===== config.mk =====
export PLATFORM = sky130hd
export DESIGN_NAME = mips_cpu_ctrl_fsm
export DESIGN_NICKNAME = d
export VERILOG_FILES = /design/src/rtl/mips_cpu_ctrl_pkg.sv /design/src/rtl/mips_cpu_ctrl_class.sv /design/src/rtl/mips_cpu_ctrl_fsm.sv
export SDC_FILE = /design/constraint.sdc
export NUM_CORES = 1
export LEC_CHECK = 0
export CORE_ASPECT_RATIO = 0.5
export CORE_MARGIN = 8
export CORE_UTILIZATION = 30
export DETAILED_ROUTE_END_ITERATION = 7
export GPL_TIMING_DRIVEN = 0
export PLACE_DENSITY = 0.67
export SYNTH_ARGS = -nofsm -noshare
export SYNTH_HDL_FRONTEND = slang
export SYNTH_SLANG_ARGS = --single-unit

===== constraint.sdc =====
create_clock -name clk -period 4 [get_ports clk]
set_clock_uncertainty 0.15 [all_clocks]
set_input_delay 1 -clock clk [delete_from_list [all_inputs] [get_ports clk]]
set_output_delay 1 -clock clk [all_outputs]
set_load 0.01 [all_outputs]

===== src/rtl/mips_cpu_ctrl_pkg.sv =====
// Shared types for the MIPS multi-cycle control sequencer: MIPS I field
// encodings, FSM state encoding and the coarse instruction classes.
package mips_cpu_ctrl_pkg;

  // Primary opcode field instr[31:26]
  typedef enum logic [5:0] {
    OP_SPECIAL = 6'h00, OP_REGIMM = 6'h01, OP_J     = 6'h02, OP_JAL   = 6'h03,
    OP_BEQ     = 6'h04, OP_BNE    = 6'h05, OP_BLEZ  = 6'h06, OP_BGTZ  = 6'h07,
    OP_ADDI    = 6'h08, OP_ADDIU  = 6'h09, OP_SLTI  = 6'h0A, OP_SLTIU = 6'h0B,
    OP_ANDI    = 6'h0C, OP_ORI    = 6'h0D, OP_XORI  = 6'h0E, OP_LUI   = 6'h0F,
    OP_LB      = 6'h20, OP_LH     = 6'h21, OP_LWL   = 6'h22, OP_LW    = 6'h23,
    OP_LBU     = 6'h24, OP_LHU    = 6'h25, OP_LWR   = 6'h26,
    OP_SB      = 6'h28, OP_SH     = 6'h29, OP_SWL   = 6'h2A, OP_SW    = 6'h2B,
    OP_SWR     = 6'h2E
  } op_enum;

  // SPECIAL function field instr[5:0]
  typedef enum logic [5:0] {
    F_SLL   = 6'h00, F_SRL   = 6'h02, F_SRA   = 6'h03, F_SLLV  = 6'h04,
    F_SRLV  = 6'h06, F_SRAV  = 6'h07, F_JR    = 6'h08, F_JALR  = 6'h09,
    F_SYSCALL = 6'h0C, F_BREAK = 6'h0D,
    F_MFHI  = 6'h10, F_MTHI  = 6'h11, F_MFLO  = 6'h12, F_MTLO  = 6'h13,
    F_MULT  = 6'h18, F_MULTU = 6'h19, F_DIV   = 6'h1A, F_DIVU  = 6'h1B,
    F_ADD   = 6'h20, F_ADDU  = 6'h21, F_SUB   = 6'h22, F_SUBU  = 6'h23,
    F_AND   = 6'h24, F_OR    = 6'h25, F_XOR   = 6'h26, F_NOR   = 6'h27,
    F_SLT   = 6'h2A, F_SLTU  = 6'h2B
  } funct_enum;

  // REGIMM rt field instr[20:16]
  typedef enum logic [4:0] {
    RT_BLTZ = 5'h00, RT_BGEZ = 5'h01, RT_BLTZAL = 5'h10, RT_BGEZAL = 5'h11
  } rt_enum;

  typedef enum logic [2:0] {
    S_FETCH  = 3'd0,
    S_EXEC   = 3'd1,
    S_MEM    = 3'd2,
    S_MULDIV = 3'd3,
    S_HALT   = 3'd4,
    S_ERROR  = 3'd5
  } state_t;

  typedef enum logic [2:0] {
    C_ALU, C_LINK, C_LOAD, C_STORE, C_MULDIV, C_SPCW, C_BRANCH, C_NOP
  } iclass_t;

  function automatic int max2(input int a, input int b);
    return (a > b) ? a : b;
  endfunction

endpackage


===== src/rtl/mips_cpu_ctrl_class.sv =====
// Combinational instruction classifier: maps a MIPS I instruction word to
// the coarse class that decides which sequence the control FSM runs.
module mips_cpu_ctrl_class
  import mips_cpu_ctrl_pkg::*;
(
  input  logic [31:0] i_instr,
  output iclass_t     o_class
);

  logic [5:0] w_op;
  logic [5:0] w_funct;
  logic [4:0] w_rt;
  logic       w_unused;

  assign w_op    = i_instr[31:26];
  assign w_funct = i_instr[5:0];
  assign w_rt    = i_instr[20:16];
  // Register numbers, shamt and immediates do not affect sequencing.
  assign w_unused = ^{i_instr[25:21], i_instr[15:6]};

  // Decode opcode, then funct (SPECIAL) or rt (REGIMM); anything unlisted is a NOP.
  always_comb begin
    // NOTE: a default before the case keeps every path assigned, so no latch is inferred.
    o_class = C_NOP;
    case (w_op)
      OP_SPECIAL: begin
        case (w_funct)
          F_SLL, F_SRL, F_SRA, F_SLLV, F_SRLV, F_SRAV,
          F_MFHI, F_MFLO,
          F_ADD, F_ADDU, F_SUB, F_SUBU, F_AND, F_OR, F_XOR, F_NOR,
          F_SLT, F_SLTU:                    o_class = C_ALU;
          F_JR:                             o_class = C_BRANCH;
          F_JALR:                           o_class = C_LINK;
          F_MTHI, F_MTLO:                   o_class = C_SPCW;
          F_MULT, F_MULTU, F_DIV, F_DIVU:   o_class = C_MULDIV;
          default:                          o_class = C_NOP;
        endcase
      end
      OP_REGIMM: begin
        case (w_rt)
          RT_BLTZ, RT_BGEZ:                 o_class = C_BRANCH;
          RT_BLTZAL, RT_BGEZAL:             o_class = C_LINK;
          default:                          o_class = C_NOP;
        endcase
      end
      OP_J, OP_BEQ, OP_BNE, OP_BLEZ, OP_BGTZ: o_class = C_BRANCH;
      OP_JAL:                                 o_class = C_LINK;
      OP_ADDI, OP_ADDIU, OP_SLTI, OP_SLTIU,
      OP_ANDI, OP_ORI, OP_XORI, OP_LUI:       o_class = C_ALU;
      OP_LB, OP_LH, OP_LWL, OP_LW,
      OP_LBU, OP_LHU, OP_LWR:                 o_class = C_LOAD;
      OP_SB, OP_SH, OP_SWL, OP_SW, OP_SWR:    o_class = C_STORE;
      default:                                o_class = C_NOP;
    endcase
  end

endmodule


===== src/rtl/mips_cpu_ctrl_fsm.sv =====
// Multi-cycle control sequencer for the MIPS core. Issues per-cycle strobes
// for fetch, execute, memory access, HI/LO write and PC commit; stalls on
// memory waitrequest and on the mult/div latency; halts after the delay slot
// of a jump to address 0.
module mips_cpu_ctrl_fsm
  import mips_cpu_ctrl_pkg::*;
#(
  parameter int MULDIV_CYCLES = 32,
  parameter int MEM_TIMEOUT   = 0
) (
  input  logic        clk,
  input  logic        reset,
  input  logic [31:0] instr,
  input  logic        waitrequest,
  input  logic        jump_to_zero,
  output logic        active,
  output logic [2:0]  state,
  output logic        mem_read,
  output logic        mem_write,
  output logic        ir_load,
  output logic        pc_en,
  output logic        reg_write,
  output logic        spc_reg_write,
  output logic        muldiv_start
);

  localparam int CNT_W = $clog2(max2(MULDIV_CYCLES, MEM_TIMEOUT) + 1);
  localparam logic [CNT_W-1:0] MULDIV_LAST  = CNT_W'(MULDIV_CYCLES - 1);
  localparam logic [CNT_W-1:0] TIMEOUT_LAST = CNT_W'((MEM_TIMEOUT > 0) ? MEM_TIMEOUT - 1 : 0);

  state_t           r_state;
  state_t           w_state_next;
  logic [CNT_W-1:0] r_cnt;
  logic [CNT_W-1:0] w_cnt_next;
  logic             r_halt_pend;
  logic             w_halt_pend_next;
  logic             w_retire;
  iclass_t          w_class;

  mips_cpu_ctrl_class u_class (
    .i_instr (instr),
    .o_class (w_class)
  );

  assign state = r_state;

  // State, counter and delay-slot flag registers with synchronous reset.
  always_ff @(posedge clk) begin
    // NOTE: non-blocking assignments so every register samples pre-edge values.
    if (reset) begin
      r_state     <= S_FETCH;
      r_cnt       <= '0;
      r_halt_pend <= 1'b0;
    end else begin
      r_state     <= w_state_next;
      r_cnt       <= w_cnt_next;
      r_halt_pend <= w_halt_pend_next;
    end
  end

  // Next-state, counter and strobe decode; reset forces every strobe low.
  always_comb begin
    w_state_next     = r_state;
    w_cnt_next       = r_cnt;
    w_halt_pend_next = r_halt_pend;
    w_retire         = 1'b0;
    mem_read         = 1'b0;
    mem_write        = 1'b0;
    ir_load          = 1'b0;
    pc_en            = 1'b0;
    reg_write        = 1'b0;
    spc_reg_write    = 1'b0;
    muldiv_start     = 1'b0;
    active           = !reset && (r_state != S_HALT) && (r_state != S_ERROR);

    if (!reset) begin
      unique case (r_state)
        S_FETCH: begin
          mem_read = 1'b1;
          if (!waitrequest) begin
            ir_load      = 1'b1;
            w_state_next = S_EXEC;
          end
        end

        S_EXEC: begin
          // A jump to 0 inside the delay slot is ignored: only the first arms the halt.
          if (jump_to_zero && !r_halt_pend) w_halt_pend_next = 1'b1;
          unique case (w_class)
            C_LOAD, C_STORE: begin
              w_cnt_next   = '0;
              w_state_next = S_MEM;
            end
            C_MULDIV: begin
              muldiv_start = 1'b1;
              w_cnt_next   = MULDIV_LAST;
              w_state_next = S_MULDIV;
            end
            C_ALU, C_LINK: begin
              reg_write = 1'b1;
              w_retire  = 1'b1;
            end
            C_SPCW: begin
              spc_reg_write = 1'b1;
              w_retire      = 1'b1;
            end
            default: w_retire = 1'b1;
          endcase
        end

        S_MEM: begin
          // The IR still holds the load/store, so the class selects the strobe.
          if (w_class == C_STORE) mem_write = 1'b1;
          else                    mem_read  = 1'b1;
          if (!waitrequest) begin
            // Completion is checked first, so it wins over a timeout in the same cycle.
            reg_write = (w_class != C_STORE);
            w_retire  = 1'b1;
          end else if (MEM_TIMEOUT > 0) begin
            if (r_cnt == TIMEOUT_LAST) w_state_next = S_ERROR;
            else                       w_cnt_next   = r_cnt + 1'b1;
          end
        end

        S_MULDIV: begin
          if (r_cnt == '0) begin
            spc_reg_write = 1'b1;
            w_retire      = 1'b1;
          end else begin
            w_cnt_next = r_cnt - 1'b1;
          end
        end

        S_HALT, S_ERROR: ;

        default: w_state_next = S_ERROR;
      endcase

      // Commit the PC; the instruction after an armed jump-to-zero stops the core.
      if (w_retire) begin
        pc_en        = 1'b1;
        w_state_next = r_halt_pend ? S_HALT : S_FETCH;
      end
    end
  end

endmodule


* Word level (Yosys, flattened, before mapping)
Memories as Yosys holds them, arrays and structs flattened. Cells that the tools add are included.
Word-level totals: memories 1, output and inout port bits 11, bits in read-only memories 192, input port bits 36, register bits 10
Operators by class: reduce and logical (&&, ||, !) cells 24, equal/unequal tests 48, add/subtract/negate cells 1, multiplexer cells 35
Memories:
- (name not given) | depth 64, width 3, rd ports 1, clocked after memory_dff 0, write ports 0, RTL line mips_cpu_ctrl_class.sv:27 | case (w_funct)
Operators by type and width (number):
- $eq A6 B6 Y1 const B | 12
- $eq A6 B4 Y1 const B | 8
- $eq A6 B3 Y1 const B | 4
- $pmux W6 S2 | 2
- $mux W1 | 21
- $pmux W3 S7 | 1
- $eq A3 B2 Y1 const B | 4
- $eq A3 B3 Y1 const B | 4
- $eq A6 B2 Y1 const B | 2
- $logic_not A6 Y1 | 2
- $ne A3 B3 Y1 const B | 4
- $pmux W3 S2 | 2
- $eq A5 B5 Y1 const B | 2
- $reduce_or A5 Y1 | 2
- $mux W3 | 3
- $pmux W3 S3 | 1
- $reduce_or A2 Y1 | 4
- $reduce_or A8 Y1 | 1
- $reduce_or A7 Y1 | 1
- $eq A3 B1 Y1 const B | 2
- $eq A6 B1 Y1 const B | 1
- $logic_not A3 Y1 | 2
- $mux W6 | 1
- $pmux W1 S2 | 3
- 15 further kinds | 19

* Logic depth before layout (Yosys ltp)
Gate-level depths: netlist (run 1).
word-level depth 11, mapped depth 8, depth with buffers taken out 8

* By module
A second synthesis (run 1) with hierarchy kept.
Second synthesis, totals: cells, all modules 140, area, all modules 1051.0 um^2
Modules (own cells, without submodules):
- mips_cpu_ctrl_fsm | area an instance 784.5 um^2, times used 1, sequential area each 200.2 um^2, cells an instance 99
- mips_cpu_ctrl_class | area an instance 266.5 um^2, times used 1, sequential area each 0.0 um^2, cells an instance 41

* Worst setup path after synthesis (run 1)
OpenSTA, ideal clock, no wires.
path kind in2out, from input instr[1], to output reg_write, setup slack 395 ps, cell stages on the path 6, required time 2850 ps, buffers on the path 0, data arrival time 2455 ps, cell sequence nand2b_1 or4_1 o211ai_1 o21ai_0 a21o_1 a221oi_1
On the way: longest elaborated chain between the ends 7
Ends and longest elaborated chain:
- from (decl) | RTL line mips_cpu_ctrl_fsm.sv:13 | input logic [31:0] instr,
- $mem_v2 Z64 W3 (*)
- $pmux W3 S7 (*) | RTL line mips_cpu_ctrl_class.sv:25 | case (w_op)
- $eq A3 B1 Y1 / $logic_not A3 Y1 (equally long branches) | RTL line mips_cpu_ctrl_fsm.sv:89 | unique case (w_class)
- $reduce_or A2 Y1 | RTL line mips_cpu_ctrl_fsm.sv:89
- $mux W1 | RTL line mips_cpu_ctrl_fsm.sv:89
- $pmux W1 S2 (*) | RTL line mips_cpu_ctrl_fsm.sv:77 | unique case (r_state)
- $mux W1 (*) | RTL line mips_cpu_ctrl_fsm.sv:76 | if (!reset) begin
- to (decl) | RTL line mips_cpu_ctrl_fsm.sv:22 | output logic reg_write,
Mark *: on every way between the ends. The rest lies on a longest branch, timed or not.

* Final worst setup path (run 1)
from input instr[19], to output spc_reg_write
On the way: longest elaborated chain between the ends 8
Ends and longest elaborated chain:
- $eq A5 B5 Y1 (tied with other cells) | RTL line mips_cpu_ctrl_class.sv:40 | case (w_rt)
- $reduce_or A2 Y1 | RTL line mips_cpu_ctrl_class.sv:40
- $pmux W3 S2 (*) | RTL line mips_cpu_ctrl_class.sv:40
- $pmux W3 S7 (*) | RTL line mips_cpu_ctrl_class.sv:25
- $eq A3 B3 Y1 (*) | RTL line mips_cpu_ctrl_fsm.sv:89
- $mux W1 (*) | RTL line mips_cpu_ctrl_fsm.sv:89
- $pmux W1 S2 (*) | RTL line mips_cpu_ctrl_fsm.sv:77
- $mux W1 (*) | RTL line mips_cpu_ctrl_fsm.sv:76
- to (decl) | RTL line mips_cpu_ctrl_fsm.sv:23 | output logic spc_reg_write,
Marks and branches as above.

==> summary.md, run 1 <==
| Metric | Value |
|---|---|
| Status | complete, no violations |
| Core footprint | 3380 µm² |
| Syn-to-layout area delta | 42.8% |
| Place WS | -0.804 ns |
| Die Ht | 57.6 µm |
| Final setup TNS | 0 ns |
| Syn_nets | roughly 180 |
| Utilization after layout | 43.9% |
| Die area | ~5700 µm² |
| GPL Wtd Cong | about 0.84 |
| Max VDD drop | just under 70 µV |
| Worst-Skew Late Latency | about 0.23 ns |
| Critical Path Sink | spc_reg_write |
| Mapped Area | about 1000 µm² |
| Syn Area/Cell | approximately 7.1 µm² |
| Drt first pass iters | 4 |
| Synth warn | 0 |
| Number of flops mapped to enable cells by yosys | 0 |
| Final Hold Fails | 0 |
| IO Port Bufs | 29 |
| Grt ovf | 0 |
| First-pass GRT wire length | around 5400 µm |
| R2R cell count | 7 |
| Clk sinks | 10 |
| Leakage | around 0.53 nW |
| Crit path max fanout | 3 |
| Crit path from | instr[19] |
| Crit path launch type | input pin |
| Sequential area share after synthesis | between 10% and 20% |
| Seq cells post-synth | 10 |
| Clock-pin transition on the worst setup and hold timing paths | 0.05 ns |
| DR vias/cell | roughly 5.6 |
| Filler cells | approximately 340 |
| Worst stage delay on the critical path | roughly 0.48 ns |
| Worst-Margin Slew | between 0.5 and 0.6 ns |
| H-tree levels | 1 |
| Initial DRC Count | between 100 and 150 |
| Netlist cell types | 43 |
| Top Ports | 47 |
| Cell Rows | 15 |
| Top FF cell, synth | dfxtp_1 |
| CTS Buffer Depth | 2 |
| Final Cycle Share | between 90% and 100% |
| Reg2Reg Capture Point | r_cnt[1]$_SDFFE_PP0P_ |
| WL/cell | around 14 µm |
| Ant. Diodes | 0 |
| Final Max Tran Viols | 0 |
| Post-route antenna net violation count | 0 |
| Layout cell share with drive strength beyond 1 | a little under a fifth |
| Cells after synthesis | roughly 150 |
| Routed Wire Length | around 3200 µm |
| Crit path cell chain | clkdlybuf4s15_1 > or4_4 > a32o_2 > o211ai_1 > buf_4 > nand4b_1 > a22oi_1 > nor3_1 > buf_2 |
| Final worst path period need | between 3 and 4 ns |
| Largest net degree at the start of global routing | 11 |
| Highest Clock Rate | roughly 260 MHz |
| Routed vias | 1249 |
| Rel. slew slack | 66.1% |
| Hold_buf cts | 0 |
| Number of antenna violations at the first check in global routing | 0 |
| Vias in the first global route | between 1000 and 1500 |
| Num CTS Buffers | 3 |
| # Max-Cap Violations | 0 |
| CTS tree | built |
| Min-Delay Path Class | reg2reg |
| CTS root buf | clkbuf_8 |
| Total Routing Usage GR | 11.0% |
| Final worst slack | about 0.08 ns |
| DIE WIDTH | 99.2 µm |
| Crit Path Class | in2out |
| Crit path DAT | 2.77 ns |
| FF-to-FF setup slack | 2.03 ns |
| Dpl hpwl | approximately 2400 µm |
| Hold_ws | between 0.3 and 0.4 ns |
| # DRC | 0 |
| Setup violations, final | 0 |
| Starting density of the core | a little under a third |
| Number of nets in the layout | between 200 and 250 |
| Worst path required time | 2.85 ns |
| Critical path's slowest cell | or4_4 |
| R2r startpoint | r_cnt[0]$_SDFFE_PP0P_ |
| Cell Pwr Density | approximately 200 nW/µm² |
| Asr flop ratio synth | 0% |
| CP endpoint kind | output port |
how the worst min path moves through the flow:
stage	slack (ns)	startpoint	end	cells after the start
after floorplan	0.29	r_halt_pend$_SDFFE_PP0P_	r_halt_pend$_SDFFE_PP0P_	2
after global placement	0.30	r_halt_pend$_SDFFE_PP0P_	r_halt_pend$_SDFFE_PP0P_	2
after detailed placement	0.33	r_halt_pend$_SDFFE_PP0P_	r_halt_pend$_SDFFE_PP0P_	2
after CTS	0.34	r_halt_pend$_SDFFE_PP0P_	r_halt_pend$_SDFFE_PP0P_	2
after global routing	0.35	r_halt_pend$_SDFFE_PP0P_	state[2]$_SDFFE_PP0P_	2
final	0.34	r_halt_pend$_SDFFE_PP0P_	state[2]$_SDFFE_PP0P_	2
metal layers:
layer | up-vias | routed length [µm] | global-route usage [%]
met2 | 33 | 1510 | 18.7
met1 | 571 | 1480 | 13.9
met4 | 0 | 63 | 4.05
met5 | - | 0 | 0
li1 | 638 | - | -
met3 | 7 | 100 | 1.33
metrics by stage:
step	power [mW]	std cells	area, µm²
2_1_floorplan	0.154	146	1040
3_3_place_gp	0.196	217	1380
3_5_place_dp	0.197	217	1380
4_1_cts	0.301	222	1480
5_1_grt	0.316	223	1480
6_report	0.302	223	1480
registers in the layout, summed over array words and instances (netlist names):
register / count
r_cnt: 6
state: 3
r_halt_pend: 1
timing repair:
action                                  4_1_cts  5_1_grt
endpoints found under the setup margin        6        4
pin swaps                                     9        7
buffers inserted                              2        1
gates resized for setup                      50       11
layout make-up:
| type | count | area [µm²] | share of cell area (%) |
|---|---|---|---|
| Timing Repair Buffer | 32 | 263 | 17.7 |
| Tap cell | 42 | 52.6 | 3.54 |
| Multi-Input combinational cell | 125 | 885 | 59.7 |
| Buffer | 6 | 22.5 | 1.52 |
| Inverter | 5 | 18.8 | 1.27 |
| Clock buffer | 3 | 41.3 | 2.78 |
| Sequential cell | 10 | 200 | 13.5 |
cell usage after synthesis (all sizes together), types with 2 or more instances:
library cell	instances	area share (%)
a311oi	3	2.5
o21a	2	1.4
or3	4	2.4
clkbuf	6	2.2
o21ai	13	6.3
nor3	7	3.4
inv	5	1.8
dfxtp	10	19
a211oi	2	1.4
nor4	2	1.2
a21oi	17	8.2
nand2b	7	4.2
nand2	9	3.3
nor2	16	5.8
nor2b	4	2.4
and4	2	1.7
o22ai	2	1.2
or2	2	1.2
a31oi	2	1.2
o211ai	5	3.6
or4	4	2.9
logic make-up after synthesis:
kind of cell	Yosys count	share of synthesized area, %
and+or+nand+nor	63	34.5
DFF	10	19.3
AOI/OAI and AO/OA	59	39.0
adders and majority gates	1	1.20
buffers and inverters	11	3.98
muxes	2	2.05
critical path, delay by kind of cell:
kind	cells	cell delay (ns)
AND/OR/NAND/NOR	3	0.66
AO/OA/AOI/OAI	3	0.59
buffers and inverters	3	0.52
power by group:
group | switching, mW | internal (mW)
Combinational | 0.0541 | 0.0404
Sequential | 0.00162 | 0.102
Clock | 0.0381 | 0.0658
cells in the final DEF, fill, tap and decap left out, types with 2 or more instances in the layout:
master,Yosys,final
a21oi_1,17,16
clkdlybuf4s50_1,0,8
or4_4,0,3
o21a_1,2,2
o21ai_0,13,13
a311oi_1,3,3
dfxtp_1,10,10
nand2_1,9,9
clkbuf_2,0,4
nand2b_1,7,6
o211ai_1,5,5
and4_1,2,2
buf_4,0,3
buf_2,0,4
nor2b_1,4,4
or3_1,4,4
a211oi_1,2,2
dlygate4sd2_1,0,10
nor2_1,16,15
clkbuf_8,0,3
clkbuf_1,6,6
nor3_1,7,5
inv_1,5,5
clkdlybuf4s15_1,0,2
No activity file was read; power rests on OpenSTA's default activity.
==> inputs of run 2 (changes only) <==
- CORE_UTILIZATION: 30 -> 35
- PLACE_DENSITY: 0.67 -> 0.75
==> summary.md, run 2 (synthesis results as in run 1) <==
| Metric | Value |
|---|---|
| WL/cell | between 10 and 15 µm |
| Final Hold Fails | 0 |
| Setup violations, final | 0 |
| Cell Pwr Density | 215 nW/µm² |
| Top Ports | between 40 and 50 |
| DR vias/cell | around 5.7 |
| First-pass GRT wire length | 5340 µm |
| Routed vias | about 1300 |
| Placement Cell Area | between 1000 and 1500 µm² |
| Routed Wire Length | 3240 µm |
| CTS tree | built |
| Top reg by flops | r_cnt |
| Vias in the first global route | around 1200 |
| Crit Path Class | in2out |
| Dpl hpwl | roughly 2400 µm |
| Largest net degree at the start of global routing | 11 |
| Final Cycle Share | 98.2% |
| Min-Delay Path Class | reg2reg |
| Layout cell share with drive strength beyond 1 | 20.2% |
| Hold_ws | approximately 0.34 ns |
| Max VDD drop | around 130 µV |
| Ant. Diodes | 0 |
| Commonest non-fill, non-tap cells in the layout | a21oi_1 (16), nor2_1 (15), o21ai_0 (12), dfxtp_1 (10) |
| Post-route design area | 1520 µm² |
| CTS root buf | clkbuf_8 |
| Max reg flops | 6 |
| Total Routing Usage GR | between 10% and 20% |
| Rel. slew slack | 64.6% |
| Leakage | 0.546 nW |
| Drt first pass iters | 4 |
| Hold_buf cts | 0 |
| Post-route antenna net violation count | 0 |
| H-tree levels | 1 |
| Initial DRC Count | around 100 |
| Starting density of the core | approximately 36% |
| Commonest non-fill, non-tap cell in the layout | a21oi_1 |
| CTS Buffer Depth | 2 |
| IO Port Bufs | 29 |
| Final Max Tran Viols | 0 |
| DIE WIDTH | between 90 and 100 µm |
| Final worst path period need | ~4 ns |
| Highest Clock Rate | approximately 250 MHz |
| Crit path DAT | 2.78 ns |
| Die Ht | approximately 55 µm |
| Clk sinks | 10 |
| Number of antenna violations at the first check in global routing | 0 |
| Crit path max fanout | 3 |
| Clock-pin transition on the worst setup and hold timing paths | 0.05 ns |
| Die area | 5070 µm² |
| # Max-Cap Violations | 0 |
| Number of nets in the layout | 221 |
| RSZ-0062 raised after global routing | false |
| Crit path launch type | input pin |
| Worst-Skew Late Latency | 0.24 ns |
| GPL Wtd Cong | 0.847 |
| Grt ovf | 0 |
| Cell Rows | 14 |
| Worst-Margin Slew | ~0.53 ns |
| CP endpoint kind | output port |
| Utilization after layout | a little over half |
| Final setup TNS | 0 ns |
| Core footprint | just under 3000 µm² |
| Syn-to-layout area delta | 46.3% |
| Worst path required time | between 2 and 3 ns |
| Num CTS Buffers | 3 |
| Status | complete, no violations |
| # DRC | 0 |
run 2: worst max-delay path, stage by stage:
cell and delay, ns:
clkdlybuf4s15_1 0.19, or4_1 0.49, a32o_2 0.25, o211ai_1 0.17, buf_4 0.17, nand4b_1 0.13, a22oi_1 0.16, nor3_1 0.07
buf_2 0.16
run 2: through the flow:
| step | std cells | total power, mW | worst slack (ns) |
|---|---|---|---|
| finish | 223 | 0.327 | 0.0730 |
| global route | 223 | 0.341 | 0.00635 |
| CTS | 222 | 0.323 | 0.00581 |
| detailed placement | 215 | 0.197 | -0.810 |
| global placement | 215 | 0.196 | -0.781 |
| floorplan | 146 | 0.154 | 0.395 |
run 2: final cells by class:
class	count	area [µm²]
Buffer	6	22.5
Clock buffer	4	55.1
Fill cell	296	1390
Inverter	5	18.8
Multi-Input combinational cell	125	895
Sequential cell	10	200
Tap cell	40	50.0
Timing Repair Buffer	33	278
run 2: what timing repair did:
action                     4_1_cts  5_1_grt
gates cloned                     0        0
gates resized for setup         48       15
pin swaps                       10        8
buffers inserted                 3        1
setup endpoints to repair        6        5
run 2: routing by layer:
layer	share of wire, %	GRT usage (%)	vias to the layer above
li1	-	-	641
met1	46	15.3	582
met2	48	23.0	41
met3	5.8	2.46	2
met4	0.62	3.69	0
met5	0	0	-
run 2: power by group:
group	switching, mW	leakage, nW	internal [mW]	total, mW
clock	0.0400	0.0288	0.0865	0.127
sequential	0.00161	0.0810	0.102	0.104
combinational	0.0560	0.437	0.0408	0.0967
run 2: worst paths after layout:
path	endpoint	depth (start not counted)	slack, ns	from
setup / recovery	spc_reg_write	9	0.07	instr[19]
hold / removal	r_cnt[2]$_SDFFE_PP0P_	2	0.34	r_cnt[2]$_SDFFE_PP0P_
setup reg to reg	r_cnt[0]$_SDFFE_PP0P_	7	1.98	r_cnt[0]$_SDFFE_PP0P_
hold reg to reg	r_cnt[2]$_SDFFE_PP0P_	2	0.34	r_cnt[2]$_SDFFE_PP0P_
==> inputs of run 3 (changes only) <==
- CORE_ASPECT_RATIO: 0.5 -> default
- CORE_UTILIZATION: 35 -> 41
- PLACE_DENSITY: 0.75 -> 0.85
==> summary.md, run 3 (synthesis results as in run 1) <==
| Metric | Value |
|---|---|
| Status | complete, no violations |
| Drt first pass iters | 4 |
| Top Ports | between 40 and 50 |
| Number of nets in the layout | approximately 220 |
| Final Max Tran Viols | 0 |
| Dpl hpwl | around 2500 µm |
| Routed Wire Length | between 3000 and 4000 µm |
| # Max-Cap Violations | 0 |
| Final setup TNS | 0 ns |
| Final Hold Fails | 0 |
| Commonest non-fill, non-tap cell in the layout | a21oi_1 |
| Core footprint | between 2000 and 2500 µm² |
| Reg2Reg Capture Point | r_cnt[1]$_SDFFE_PP0P_ |
| Leakage | 0.531 nW |
| IO Port Bufs | 29 |
| First-pass GRT wire length | ~6100 µm |
| Placement Cell Area | roughly 1400 µm² |
| Crit path max fanout | 4 |
| Largest net degree at the start of global routing | 11 |
| CTS tree | built |
| CP bufs+invs | 3 |
| Highest Clock Rate | ~250 MHz |
| Initial DRC Count | roughly 140 |
| CP delay by family, top | simple AND/OR/NAND/NOR gates |
| Rel. slew slack | between 60 and 70% |
| H-tree levels | 1 |
| Crit Path Class | in2out |
| # DRC | 0 |
| Top reg by flops | r_cnt |
| DR vias/cell | 6.45 |
| WL/cell | around 18 µm |
| Final Cycle Share | between 90% and 100% |
| Final worst path period need | between 3 and 4 ns |
| PnR Total Power | about 300 µW |
| Worst-Skew Late Latency | 0.28 ns |
| Ant. Diodes | 0 |
| Cell Rows | 18 |
| Critical Path Sink | muldiv_start |
| Critical path's slowest cell | or2_2 |
| Routed vias | around 1400 |
| Clk sinks | 10 |
| Post-route antenna net violation count | 0 |
| Num CTS Buffers | 3 |
| Critical path depth | 8 |
| CTS Buffer Depth | 2 |
| Worst hold start | r_halt_pend$_SDFFE_PP0P_ |
| R2r startpoint | r_cnt[0]$_SDFFE_PP0P_ |
| Crit path launch type | input pin |
| CP endpoint kind | output port |
| Starting density of the core | a little over two fifths |
| Setup violations, final | 0 |
| Crit path DAT | around 2.8 ns |
| Min-Delay Path Class | reg2reg |
| CTS root buf | clkbuf_4 |
| Layout cell share with drive strength beyond 1 | between 20% and 30% |
| Max VDD drop | 214 µV |
| Crit path cell chain | dlygate4sd2_1 > or2_2 > a32o_2 > buf_4 > o211a_4 > nor3_4 > and3b_1 > buf_2 |
| Clock-pin transition on the worst setup and hold timing paths | around 0.07 ns |
| Number of antenna violations at the first check in global routing | 0 |
| FF-to-FF setup slack | 1.89 ns |
| Post-route design area | 1490 µm² |
| Crit path from | instr[0] |
| Vias in the first global route | ~1300 |
| Total Routing Usage GR | around 17% |
| Cell Pwr Density | 200 nW/µm² |
| Worst path required time | 2.85 ns |
| DIE WIDTH | about 66 µm |
| Die Ht | between 60 and 70 µm |
| Grt ovf | 0 |
| R2R cell count | 7 |
| Worst-Margin Slew | 0.529 ns |
| Die area | approximately 4400 µm² |
| Commonest non-fill, non-tap cells in the layout | a21oi_1 (16), nor2_1 (15), o21ai_0 (12), dlygate4sd2_1 (11), dfxtp_1 (10) |
| GPL Wtd Cong | 0.901 |
| Syn-to-layout area delta | 43.7% |
| Worst stage delay on the critical path | around 0.33 ns |
| Max reg flops | 6 |
==> run 3: cell types whose count changed in the layout (fill, tap and decap cells not counted), sizes merged <==
cell / previous run / this run
dlygate4sd2: 9 / 11
buf: 7 / 10
clkdlybuf4s15: 4 / 3
dlymetal6s2s: 1 / 0
clkbuf: 14 / 12
==> run 3: worst min-delay path by stage <==
| stage | slack, ns | end | cells after the start |
|---|---|---|---|
| floorplan | 0.29 | r_halt_pend$_SDFFE_PP0P_ | 2 |
| global placement | 0.31 | r_halt_pend$_SDFFE_PP0P_ | 2 |
| detailed placement | 0.32 | r_halt_pend$_SDFFE_PP0P_ | 2 |
| CTS | 0.34 | r_halt_pend$_SDFFE_PP0P_ | 2 |
| global route | 0.39 | r_cnt[5]$_SDFFE_PP0P_ | 2 |
| finish | 0.34 | r_halt_pend$_SDFFE_PP0P_ | 2 |
==> run 3: through the flow <==
step / setup slack (ns) / std cells / util (%) / hold WS [ns]
floorplan: 0.395 / 146 / - / 0.288
finish: 0.0351 / 214 / 61.4 / 0.343
detailed placement: -0.845 / 205 / 56.2 / 0.323
global placement: -0.770 / 205 / 56.2 / 0.306
CTS: 0.00743 / 212 / 60.1 / 0.339
global route: -0.0426 / 214 / 61.4 / 0.391
==> run 3: worst register-to-register path, cell delays in order (launching register included) <==
cell	delay [ns]
dfxtp_1	0.36
inv_1	0.07
ha_1	0.21
nand2b_1	0.16
nor2b_1	0.16
a21oi_1	0.48
a21oi_1	0.15
a311oi_1	0.28
==> run 3: power breakdown <==
part	switching, mW	total, mW	internal [mW]
clock network	0.0390	0.0944	0.0554
registers	0.00182	0.104	0.102
logic	0.0597	0.101	0.0416
==> run 3: routing by layer <==
layer / GRT usage [%] / vias up / share of wire [%]
met1: 19.4 / 645 / 40
met3: 4.24 / 11 / 7.2
li1: - / 642 / -
met2: 29.2 / 83 / 51
met5: 0 / - / 0
met4: 5.87 / 0 / 1.8
==> run 3: repair_timing <==
item | 4_1_cts | 5_1_grt
setup endpoints to repair | 6 | 3
pin swaps | 8 | 5
setup buffers | 3 | 2
resized for setup | 57 | 9
hold buffers | 0 | 0
==> run 3: area by class of cell <==
class                           instances  area, µm²
Buffer                                  6       22.5
Timing Repair Buffer                   34        282
Inverter                                5       18.8
Fill cell                             214        940
Multi-Input combinational cell        125        896
Tap cell                               30       37.5
Sequential cell                        10        200
Clock buffer                            4       36.3
